$ cat src/rtl/keypad_scan_accum.sv
// keypad_scan_accum: 4x4 active-low keypad scanner with press/release debounce and packed-BCD digit accumulator.
//   clk, rst_n (async active-low), row_in[3:0] async active-low rows, col_out[3:0] one-low column drive,
//   key_valid one-cycle event strobe, key_code last event code, value packed BCD (newest in [3:0]),
//   digit_cnt digits since clear (saturating), enter one-cycle pulse on '#'.
//   Optional AUTO_REPEAT_EN: held digit keys re-fire after REPEAT_DELAY ticks, then every REPEAT_RATE ticks.
module keypad_scan_accum #(
  parameter int CLK_DIV        = 50000,
  parameter int DEBOUNCE_TICKS = 4,
  parameter int DIGITS         = 4,
  parameter int REPEAT_DELAY   = 50,
  parameter int REPEAT_RATE    = 10
) (
  input  logic                         clk,
  input  logic                         rst_n,
  input  logic [3:0]                   row_in,
  output logic [3:0]                   col_out,
  output logic                         key_valid,
  output logic [3:0]                   key_code,
  output logic [4*DIGITS-1:0]          value,
  output logic [$clog2(DIGITS+1)-1:0]  digit_cnt,
  output logic                         enter
);
  localparam int VW = 4*DIGITS;
  localparam int DW = $clog2(DIGITS+1);
  localparam int SW = $clog2(DEBOUNCE_TICKS+1);
  localparam int CW = $clog2(CLK_DIV);
  // code nibble at index {col, row}
  localparam logic [63:0] KEYMAP = 64'hEDCB_A963_0852_F741;
  typedef enum logic [1:0] {SCAN, DEBOUNCE, HELD, RELEASE} state_t;
  state_t          state;
  logic [3:0]      row_s1, row_s, row_lat, row_n, code, col_rot;
  logic [CW-1:0]   div_cnt;
  logic [SW-1:0]   stb_cnt, stb_next;
  logic [1:0]      col_idx, row_idx;
  logic            tick, one_low, deb_done, rep_fire, fire;
  always_ff @(posedge clk or negedge rst_n)
    if (!rst_n) begin
      row_s1  <= 4'hF;
      row_s   <= 4'hF;
      div_cnt <= '0;
    end else begin
      row_s1  <= row_in;
      row_s   <= row_s1;
      div_cnt <= tick ? '0 : div_cnt + 1'b1;
    end
  always_comb begin
    tick     = div_cnt == CW'(CLK_DIV-1);
    row_n    = ~row_s;
    one_low  = (row_n != 4'd0) && ((row_n & (row_n - 4'd1)) == 4'd0);
    col_idx  = !col_out[0] ? 2'd0 : !col_out[1] ? 2'd1 : !col_out[2] ? 2'd2 : 2'd3;
    row_idx  = !row_lat[0] ? 2'd0 : !row_lat[1] ? 2'd1 : !row_lat[2] ? 2'd2 : 2'd3;
    code     = KEYMAP[{col_idx, row_idx, 2'b00} +: 4];
    col_rot  = {col_out[2:0], col_out[3]};
    stb_next = stb_cnt + 1'b1;
    deb_done = tick && state == DEBOUNCE && row_s == row_lat && stb_next == SW'(DEBOUNCE_TICKS);
    fire     = deb_done || rep_fire;
  end
`ifdef AUTO_REPEAT_EN
  localparam int RMAX = REPEAT_DELAY > REPEAT_RATE ? REPEAT_DELAY : REPEAT_RATE;
  localparam int RW = $clog2(RMAX+1);
  logic [RW-1:0] rep_cnt, rep_next;
  logic          rep_first, rep_hold;
  always_comb begin
    rep_hold = state == HELD && row_s != 4'hF && code < 4'd10;
    rep_next = rep_cnt + 1'b1;
    rep_fire = tick && rep_hold && rep_next == (rep_first ? RW'(REPEAT_RATE) : RW'(REPEAT_DELAY));
  end
  // counter restarts after each repeat; rep_first selects delay vs. rate
  always_ff @(posedge clk or negedge rst_n)
    if (!rst_n) begin
      rep_cnt   <= '0;
      rep_first <= 1'b0;
    end else if (tick) begin
      rep_cnt   <= (!rep_hold || rep_fire) ? '0 : rep_next;
      rep_first <= rep_hold && (rep_fire || rep_first);
    end
`else
  assign rep_fire = 1'b0;
`endif
  always_ff @(posedge clk or negedge rst_n)
    if (!rst_n) begin
      state     <= SCAN;
      col_out   <= 4'b1110;
      row_lat   <= 4'hF;
      stb_cnt   <= '0;
      key_valid <= 1'b0;
      key_code  <= 4'd0;
      value     <= '0;
      digit_cnt <= '0;
      enter     <= 1'b0;
    end else begin
      key_valid <= fire;
      enter     <= fire && code == 4'd10;
      if (fire) begin
        key_code <= code;
        if (code == 4'd15) begin
          value     <= '0;
          digit_cnt <= '0;
        end else if (code < 4'd10) begin
          value     <= (value << 4) | VW'(code);
          digit_cnt <= digit_cnt == DW'(DIGITS) ? digit_cnt : digit_cnt + 1'b1;
        end
      end
      if (tick)
        unique case (state)
          SCAN:
            if (one_low) begin
              row_lat <= row_s;
              stb_cnt <= '0;
              state   <= DEBOUNCE;
            end else col_out <= col_rot;
          DEBOUNCE:
            if (row_s != row_lat) state <= SCAN;
            else if (stb_next == SW'(DEBOUNCE_TICKS)) state <= HELD;
            else stb_cnt <= stb_next;
          HELD:
            if (row_s == 4'hF) begin
              stb_cnt <= '0;
              state   <= RELEASE;
            end
          RELEASE:
            if (row_s != 4'hF) stb_cnt <= '0;
            else if (stb_next == SW'(DEBOUNCE_TICKS)) begin
              state   <= SCAN;
              col_out <= col_rot;
            end else stb_cnt <= stb_next;
        endcase
    end
endmodule

$ cat config.mk
export PLATFORM = sky130hd
export DESIGN_NAME = keypad_scan_accum
export DESIGN_NICKNAME = d
export VERILOG_FILES = /design/src/rtl/keypad_scan_accum.sv
export SDC_FILE = /design/constraint.sdc
export NUM_CORES = 1
export LEC_CHECK = 0
export ABC_AREA = 1
export ABC_CLOCK_PERIOD_IN_PS = 2100
export CAP_MARGIN = 20
export CORE_ASPECT_RATIO = 1.4
export CORE_MARGIN = 10
export CORE_UTILIZATION = 50
export DETAILED_ROUTE_END_ITERATION = 12
export PLACE_DENSITY = 0.75
export SLEW_MARGIN = 0
export SYNTH_ARGS = -nofsm -noshare
export SYNTH_HDL_FRONTEND = slang
export SYNTH_SLANG_ARGS = --single-unit
$ cat constraint.sdc
create_clock -name clk -period 2.1 [get_ports clk]
set_clock_uncertainty 0.05 [all_clocks]
set_input_delay 0.42 -clock clk [delete_from_list [all_inputs] [get_ports clk]]
set_output_delay 0.42 -clock clk [all_outputs]
set_load 0.02 [all_outputs]
After elaboration in Yosys (flattened, before gate mapping)
Index checks and enable logic that the tools add are counted.
Cells by class
  add/sub/neg operators: 4
  multiply operators: 0
  div/mod/pow operators: 0
  magnitude comparators: 1
  equal/unequal tests: 20
  shift-type cells: 1
  mux-type cells: 29
  bitwise logic cells: 3
  reductions and logical operators: 16
Operators with widths (count)
  64-bit by 7-bit indexed part select with 4-bit output (first input constant): 1
  16-bit 2-to-1 mux: 3
  3-bit 2-to-1 mux: 8
  2-bit 2-to-1 mux: 10
  16-bit by 1-bit adder with 16-bit output (second input constant): 1
  16-bit == test (second input constant): 1
  16-bit by 4-bit bitwise OR with 16-bit output: 1
  2-bit inequality test (second input constant): 7
  4-bit == test (second input constant): 3
  4-bit 2-to-1 mux: 3
  3-bit case mux with 4 select lines: 1
  2-bit case mux with 4 select lines: 1
  4-bit case mux with 2 select lines: 1
  3-bit by 1-bit adder with 3-bit output (second input constant): 2
  3-bit == test (second input constant): 2
  3-bit AND reduction: 2
  6-bit AND reduction: 1
  1-bit logical AND: 5
  5-bit AND reduction: 1
  4-bit bitwise AND: 1
  2-bit == test (second input constant): 2
  4-bit == test: 1
  4-bit zero test: 1
  4-bit less-than comparator (second input constant): 1
  12 further kinds: 14
Word-level totals
  bits in registers: 62
  bits in latches: 0
  memory bits (writable): 0
  bits in read-only memories: 0
  input bits: 6
  output and inout bits: 29
  memories kept: 0

Longest topological paths before layout
  word-level depth: 7
  depth in mapped cells: 15
  depth with buffers taken out: 15

Worst setup path before layout
No wires, ideal clock.
  path type: register to register
  start: register row_lat[0]
  end: register value[10]
  setup time: 0.118 ns
  arrival: 2.046 ns
  path slack: -0.114 ns
  cell stages (with the launch flop): 14
  clock period less this slack: 2.214 ns
  cells stage by stage: dfstp_2 -> inv_1 -> a21oi_1 -> inv_1 -> ha_1 -> a21oi_1 -> nand2_1 -> nand2_1 -> inv_1 -> nand3_1 -> nand3_2 -> buf_6 -> nand2_1 -> nand2_1
On the way
  cells in the longest elaborated chain, start to end: 5
  elaborated cells between the ends (all ways): 10
RTL lines
  from (decl): line 31  | logic [3:0] row_s1, row_s, row_lat, row_n, code, col_rot;
  from (signal assigned): line 108  | row_lat <= row_s;
  2-bit 2-to-1 mux: line 51  | row_idx = !row_lat[0] ? 2'd0 : !row_lat[1] ? 2'd1 : !row_lat[2] ? 2'd2 : 2'd3;
  64-bit by 7-bit indexed part select with 4-bit output: line 52  | code = KEYMAP[{col_idx, row_idx, 2'b00} +: 4];
  4-bit less-than comparator or 4-bit == test (tied branches): line 99, 96
  2-bit nonzero test (no line)
  2-bit AND reduction (no line)
  to (signal assigned): line 100  | value <= (value << 4) | VW'(code);
  to (decl): line 19  | output logic [4*DIGITS-1:0] value,
Several ways; a longest one is shown, not always the timed one.
A chain may end at the register's enable or synchronous reset.

Final worst setup path
  start: register row_lat[0]
  end: register value[12]
The elaborated chain is that of the path after synthesis.

==> out/results.md <==
• outcome: complete, but fails checks
• violated checks: setup timing
• Syn Inst Count: 395
• crit path setup slack, layout: -0.0520 ns
• leading cell type in the layout, fill and taps excluded: nand2_1
• Static Leakage: 2.07 nW
• Worst-Margin Slew: 0.514 ns
• PD cells: 567 nW/µm²
• overall power consumption: 2.36 mW
• maximum root-to-sink buffer count: 2
• total global routing overflow: 0
• DRC violations left: 0
• final core area utilization: 66.7%
• Setup violations, final: 14
• detailed router's first-iteration violation count: 159
• combined global-route utilization of all metal layers: 14.2%
• area of the core: 6250 µm²
• Setup crit end kind: flip-flop
• register bit count reported by yosys: 62
• Worst Path Arrival: 2.33 ns
• Placement Rows: 34
• FMAX: 465 MHz
• startpoint type of the worst setup path: flip-flop
• Initial Utilization: 51.8%
• share of layout cells above drive strength 1: 23.3%
• sequential-to-total area share from yosys stat: 48.5%
• total of max-cap violations: 0
• synthesized area per cell: 8.20 µm²
• WL met1: 2660 µm
• unrepaired setup endpoints after global routing: true
• Total Wirelength: 6990 µm
• area of the mapped netlist: 3240 µm²
• CTS H-Tree Depth: 3
• total length of routed met2 wires: 3630 µm
• Yosys Warn Count: 0
• Die Area: 10100 µm²
• detailed-route wire length per cell: 13.1 µm
• clock buffer count from CTS: 9
• Detail Placement HPWL: 4980 µm
• class of the worst hold path: flip-flop to flip-flop
• fin crit share: 102%
• Via Count: 2750
• Inserted Diodes: 0
• count of distinct cell types in the synthesized netlist: 32
• Setup Crit Path Kind: flip-flop to flip-flop
• worst slew margin relative to its limit: 65.7%
• TritonCTS clock tree: yes
• wire length of the first global-routing pass: 11700 µm
• routability congestion estimate: 0.851
• maximum vdd drop: 469 µV
• top cells by area in the synthesized netlist: dfrtp_1 (36%), nand2_1 (14%), dfstp_2 (12%), inv_1 (6.5%), nand3_1 (4.3%)
• number of nets in the finished design: 474
• die boundary width: 88.0 µm
• fillers: 500
• number of hold violations in the final report: 0
• required time worst endpoint: 2.28 ns
• min Tclk post-route: 2.15 ns
• area share of the largest cell type after synthesis: 36.3%
• clock slew at the register clock pins of the worst setup and hold paths: 0.07 ns
• height of the chip: 115 µm
• vias per inst: 5.14
• routed length on met3: 445 µm
• CTS root buf: clkbuf_8
• I/O pin count: 35
• number of pins exceeding their max-slew limit in the final report: 0
• most area-hungry cell type in the Yosys netlist: dfrtp_1
• commonest cells after routing, fill and taps aside: nand2_1 (112), inv_1 (50), dfrtp_1 (47), clkdlybuf4s50_1 (32), nor2_1 (24)
• total nets after synthesis: 411
• top sig layer: met4
• sinks on the clock net: 62
• maximum number of pins on one net before global-route repair: 41
• antenna violations before repair: 0
• signed area change from the synthesized netlist to the final layout: 28.8%
• Clock Latency Late Sink: 0.34 ns
• post-route antenna net violation count: 0
• top fanout value on the critical path: 7
• count of buffers from port buffering: 34
• number of global-route vias before repair: 2752
• first-pass iteration count of the detailed router: 4
cell usage after synthesis:
library cell and number:
nor3_1 3, o21a_1 1, o2111ai_1 1, dfrtp_1 47
inv_1 56, a21oi_1 11, nor2_8 2, buf_6 1
nand3b_1 1, a211oi_1 3, nand3_1 28, nor2_4 1
dfstp_2 15, o211ai_1 1, xor2_1 7, o21ai_0 25
nand3_2 4, ha_1 10, clkbuf_8 1, a31oi_1 1
buf_8 1, xnor2_1 2, nor2_2 6, o21ai_4 1
nand3_4 1, clkbuf_1 1, nand2_2 7, inv_2 4
clkinv_2 1, nand2_1 119, nor2_1 26, nand4_1 7
repair_timing:
item	CTS	global route
setup endpoints to repair	18	25
hold buffers	1	0
pin swaps	2	13
endpoints found under the hold margin	3	0
setup buffers	1	1
gates resized for setup	3	35
cloned	0	1
power breakdown:
group	total [mW]	internal, mW	switching (mW)	leakage [nW]
Combinational	0.0556	0.0183	0.0373	1.16
Sequential	1.21	1.21	0.00424	0.799
Clock	1.09	0.644	0.451	0.106
Total	2.36	1.87	0.493	2.07
state kept, by name, summed over array words and instances, names as in the netlist, named ones only:
register and flops:
div_cnt 16, value 16, col_out 4, key_code 4, row_lat 4, row_s1 4, row_s 4, digit_cnt 3
stb_cnt 3, enter 1, key_valid 1, state 1
layout make-up:
type / instances / area, µm² / share of cell area (%)
tap: 72 / 90.1 / 2.16
clock buffer: 13 / 169 / 4.05
sequential: 62 / 1570 / 37.7
inverter: 61 / 231 / 5.55
timing repair buffer: 56 / 559 / 13.4
clock inverter: 3 / 42.5 / 1.02
multi-input combinational: 268 / 1510 / 36.2
critical path, cell delays in order (launching register included):
cell and delay [ns]:
dfstp_2 0.58, inv_2 0.06, a21oi_4 0.13, inv_2 0.07, ha_4 0.26, a21oi_2 0.04, nand2_2 0.08, nand2_2 0.07
buf_4 0.15, o21ai_4 0.20, nor2_8 0.07, clkbuf_16 0.16, nand3_2 0.06, nand2_1 0.05
stage by stage:
stage / hold WS (ns) / setup TNS (ns) / cell area, µm² / worst slack, ns / std cells
2_1_floorplan: 0.0744 / 0 / 3240 / 0.00307 / 395
3_3_place_gp: 0.296 / 0 / 3790 / 0.0168 / 515
3_5_place_dp: 0.299 / -0.527 / 3790 / -0.0477 / 515
4_1_cts: 0.308 / -0.0847 / 4020 / -0.0160 / 533
5_1_grt: 0.311 / -2.53 / 4170 / -0.160 / 535
6_report: 0.307 / -0.555 / 4170 / -0.0520 / 535
layer usage:
layer | track usage (%) | vias up
li1 | - | 1375
met1 | 15.1 | 1286
met2 | 24.6 | 66
met3 | 4.18 | 23
met4 | 7.14 | 0
met5 | 0 | -
cell families after synthesis:
logic type	Yosys count	synth area share, %
AND/OR/NAND/NOR	205	29.1
buffers and inverters	65	8.46
flip-flops	62	48.5
AO/OA/AOI/OAI	44	7.69
adder cells (fa/ha/maj)	10	3.86
XOR/XNOR	9	2.43
worst paths after layout:
path / startpoint / end / slack [ns] / depth (start not counted)
worst max-delay path: row_lat[0] / value[12] / -0.05 / 13
worst min-delay path: row_s1[2] / row_s[2] / 0.31 / 0
worst max register to register: row_lat[0] / value[12] / -0.05 / 13
worst min register to register: row_s1[2] / row_s[2] / 0.31 / 0
max in group asynchronous: rst_n / state[0] / 0.88 / 3
min in group asynchronous: rst_n / digit_cnt[1] / 0.53 / 2
Power figures use the tool's default switching activity.
